$ cat src/rtl/sync_down_timer_pkg.sv
// Shared constants for sync_down_timer: state encoding and default count width.
package sync_down_timer_pkg;

  localparam int STATE_W       = 2;
  localparam int DEFAULT_WIDTH = 4;

  typedef enum logic [STATE_W-1:0] {
    ST_IDLE = 2'd0,
    ST_RUN  = 2'd1,
    ST_DONE = 2'd2
  } state_t;

endpackage

$ cat src/rtl/sync_down_timer.sv
// Loadable down-counter/timer with a registered terminal-count pulse.
// Build option: define SYNC_DOWN_TIMER_AUTO_RELOAD_EN for periodic reload instead of one-shot.
//
// state   | meaning
// --------+-----------------------------------------------------------
// IDLE    | no run pending; count holds its last value, loads accepted
// RUN     | counting down on enabled edges; loads refused
// DONE    | one-shot reached zero; loads accepted
module sync_down_timer
  import sync_down_timer_pkg::*;
#(
  parameter int WIDTH = DEFAULT_WIDTH
) (
  input  logic             clk,
  input  logic             rst_n,
  input  logic             en,
  input  logic             stop,
  input  logic             load_valid,
  input  logic [WIDTH-1:0] load_value,
  output logic             load_ready,
  output logic [WIDTH-1:0] count,
  output logic             busy,
  output logic             tc,
  output logic             done
);

  localparam logic [WIDTH-1:0] CNT_ONE  = WIDTH'(1);
  localparam logic [WIDTH-1:0] CNT_ZERO = '0;

  state_t           state_q, state_nxt;
  logic [WIDTH-1:0] count_q, count_nxt;
  logic             tc_q, tc_nxt;
  logic             load_acc;

`ifdef SYNC_DOWN_TIMER_AUTO_RELOAD_EN
  logic [WIDTH-1:0] reload_q, reload_nxt;
`endif

  assign load_acc = load_valid & load_ready;

  always_ff @(posedge clk or negedge rst_n) begin
    if (!rst_n) begin
      state_q <= ST_IDLE;
      count_q <= CNT_ZERO;
      tc_q    <= 1'b0;
`ifdef SYNC_DOWN_TIMER_AUTO_RELOAD_EN
      reload_q <= CNT_ZERO;
`endif
    end else begin
      state_q <= state_nxt;
      count_q <= count_nxt;
      tc_q    <= tc_nxt;
`ifdef SYNC_DOWN_TIMER_AUTO_RELOAD_EN
      reload_q <= reload_nxt;
`endif
    end
  end

  always_comb begin
    state_nxt = state_q;
    count_nxt = count_q;
    tc_nxt    = 1'b0;
`ifdef SYNC_DOWN_TIMER_AUTO_RELOAD_EN
    reload_nxt = reload_q;
`endif
    case (state_q)
      ST_IDLE, ST_DONE: begin
        if (stop) begin
          state_nxt = ST_IDLE;
        end else if (load_acc) begin
          count_nxt = load_value;
`ifdef SYNC_DOWN_TIMER_AUTO_RELOAD_EN
          reload_nxt = load_value;
`endif
          if (load_value != CNT_ZERO) begin
            state_nxt = ST_RUN;
          end else begin
            state_nxt = ST_DONE;
            tc_nxt    = 1'b1;
          end
        end
      end
      ST_RUN: begin
        // stop outranks en; RUN always holds count >= 1, so no underflow path
        if (stop) begin
          state_nxt = ST_IDLE;
        end else if (en) begin
          if (count_q > CNT_ONE) begin
            count_nxt = count_q - CNT_ONE;
          end else begin
            tc_nxt = 1'b1;
`ifdef SYNC_DOWN_TIMER_AUTO_RELOAD_EN
            count_nxt = reload_q;
`else
            count_nxt = CNT_ZERO;
            state_nxt = ST_DONE;
`endif
          end
        end
      end
      default: begin
        state_nxt = ST_IDLE;
      end
    endcase
  end

  always_comb begin
    busy       = (state_q == ST_RUN);
    done       = (state_q == ST_DONE);
    load_ready = (state_q != ST_RUN) & ~stop;
    count      = count_q;
    tc         = tc_q;
  end

endmodule
$ cat config.mk
export PLATFORM = sky130hd
export DESIGN_NAME = sync_down_timer
export DESIGN_NICKNAME = d
export VERILOG_FILES = /design/src/rtl/sync_down_timer_pkg.sv /design/src/rtl/sync_down_timer.sv
export SDC_FILE = /design/constraint.sdc
export NUM_CORES = 1
export LEC_CHECK = 0
export CAP_MARGIN = 20
export CORE_AREA = 2 2 39 41
export DETAILED_ROUTE_END_ITERATION = 16
export DIE_AREA = 0 0 41 43
export DONT_BUFFER_PORTS = 1
export REMOVE_ABC_BUFFERS = 1
export SLEW_MARGIN = 20
export SYNTH_ARGS = -nofsm -noshare
export SYNTH_HDL_FRONTEND = slang
export SYNTH_SLANG_ARGS = --single-unit
$ cat constraint.sdc
create_clock -name clk -period 3.4 [get_ports clk]
set_input_delay 0.85 -clock clk [delete_from_list [all_inputs] [get_ports clk]]
set_output_delay 0.85 -clock clk [all_outputs]
set_load 0.03 [all_outputs]
==> metrics.cfg <==
[yosys]
yosysTopAreaCellShare_pct = 35.71
async_reset_ff_share_pct = 100.0
syn_area_um2 = 490.5
synth_common_cells = inv_1, dfrtp_1, nor2_1
ys_ff_latch = 7
ys_warn_count = 0
synth_top_area_cell = dfrtp_1
synth-edff-count = 0
synthCells = 57
ys_seq_area_share_pct = 35.71
netlist_top_cells_area = dfrtp_1, inv_1, ha_1
synth_flop_cell = dfrtp_1
yosysMostFrequentCell = inv_1
avgSynthCellArea_um2 = 8.605
yosysUniqueCellTypes = 27

[pwr]
ir_drop_mv = 0.3116
powerDensity_nw_per_um2 = 611.4
power_mw = 0.3251
p_leak_nw = 0.2393

[floorplan]
rows = 14
start_util_pct = 35.44
core-area_um2 = 1384
die_area_um2 = 1763
die_h_um = 43
num_io_pins = 17
dieWidth_um = 41

[timing]
hold_viol = 0
grt_setup_unrepaired = no
max_freq_mhz = 389.2
setup_viol = 0
period_needed_ns = 2.570
skew_ns = 0.007492
period_share_pct = 75.58
drv_slew = 0
relSlewSlack_pct = 55.79
tightest_slew_ns = 0.6618
fin_tns_setup_ns = 0

[min_path]
worstHoldPathType = primary input to async pin

[finish]
antennaDiodeCount = 0
areaGrowthSynthToFinish_pct = 8.418
final_cells = 76
final_core_util_pct = 38.43
fill_cells = 148
nets = 72
drive_gt1_share_pct = 11.67
final_area_um2 = 531.8

[placement]
place_inst = 72
dp_hpwl_um = 898
portBuffers = 0
dpl-instance-area_um2 = 505.5
gp_congestion = 0.8104

[cts]
cts_tree = built
clk_latency_ns = 0.25
numCtsBuffers = 3
holdBufCountCts = 0
postCtsSetupRepairBufs = 0
cts.sinks = 7
h-tree-depth = 1
cts.repair.resized = 0
clk_pin_slew_ns = 0.06
clockBufferDepth = 2
root_buffer = clkbuf_4

[global_routing]
grt.total_usage_pct = 16.99
grt_pass1_vias = 468
grt-ovfl-total = 0
antenna_found_initial = 0
grt_max_degree = 11
grt_pass1_wl_mm = 2.001

[route]
drt_iter0_drc = 11
via_per_inst = 5.882
drc_errors = 0
post_drt_wl_per_cell_um = 15.25
route.vias.total = 447
routed_wl_mm = 1.159
postRouteAntennaNets = 0
drt_pass1_iterations = 4

[critical_path]
critical_path.cell_chain = nand2b_1 -> inv_1 -> nor2_1
critPathSlowestCell = nor2_1
cp.arrival_ns = 1.72
critical_path_class = flip-flop to primary output
path_buf_inv = 1
cp_max_fo = 8
required_ns = 2.55
critical-path-max-stage-delay_ns = 0.49
worst_setup_path_end_kind = primary output
cp-start-kind = flip-flop
critPathTopFamily = simple AND/OR/NAND/NOR gates

[job]
max_cap_violations = 0

[run_status]
outcome = finished clean

-- per-layer routing --
metal	up-vias	share of wire (%)	track usage [%]
met4	0	0.52	4.000
met5	-	0	0
li1	220	-	-
met3	2	14	13.61
met1	201	42	20.07
met2	24	43	23.44
-- final cells by class --
type / instances / area [um2] / area share [%]
multi-input cells: 41 / 280.3 / 52.71
well taps: 16 / 20.02 / 3.765
clock buffers: 4 / 26.28 / 4.941
flip-flops and latches: 7 / 175.2 / 32.94
inverters: 8 / 30.03 / 5.647
-- cell usage in the layout, fill, tap and decap left out --
master	count
nand3b_1	1
or4_1	2
or2_4	1
dfrtp_1	7
nor2_1	4
or2_2	2
o31ai_1	1
nand2_1	3
nor4b_1	1
and2b_1	1
nor4bb_1	1
o22a_1	2
a21oi_1	3
nor3_1	3
and4bb_2	1
clkbuf_1	1
a31oi_1	2
a221oi_1	1
nor4_1	1
ha_1	2
clkbuf_4	3
o211ai_1	2
a32oi_1	1
o22ai_1	2
nor3b_1	1
inv_1	8
a22oi_1	1
nand2b_1	2
-- final timing paths --
path                                  from    endpoint  slack (ns)  cells after the start
worst max-delay path            state_q[1]  load_ready        0.83                      3
max in group asynchronous            rst_n    count[1]        3.04                      0
min in group clk                state_q[0]  state_q[1]        0.65                      1
worst min-delay path                 rst_n  state_q[1]        0.29                      0
worst min register to register  state_q[0]  state_q[1]        0.65                      1
worst max register to register    count[0]  state_q[1]        1.53                      5
-- registers in the layout, summed over array words and instances (netlist names) --
signal	cells
count	4
tc	1
state_q	2
-- per-stage QoR --
stage / setup WS, ns / hold slack (ns)
2_1_floorplan: 1.255 / 0.5544
3_3_place_gp: 1.145 / 0.5546
3_5_place_dp: 1.101 / 0.5546
4_1_cts: 0.8296 / 0.2809
5_1_grt: 0.7019 / 0.2598
6_report: 0.8303 / 0.2879
-- report_power, final --
part | internal (mW) | total (mW) | switching (mW)
sequential | 0.0992 | 0.156 | 0.0566
clock | 0.0448 | 0.0758 | 0.0310
combinational | 0.0393 | 0.0935 | 0.0542
total | 0.183 | 0.325 | 0.142
-- logic make-up (layout without fill, tap and decap cells) --
family | Yosys count | count (layout) | share of synthesized area, %
buf+inv | 9 | 12 | 7.142
fa+ha+maj | 2 | 2 | 5.101
flops | 7 | 7 | 35.71
compound gates | 15 | 15 | 21.43
simple gates | 24 | 24 | 30.61
-- worst register-to-register path, stage by stage, from the launching register on --
cell and delay (ns):
dfrtp_1 0.53, inv_1 0.15, ha_1 0.20, nor2_1 0.11
or4_1 0.48, a221oi_1 0.30
(Power assumes the default switching activity.)
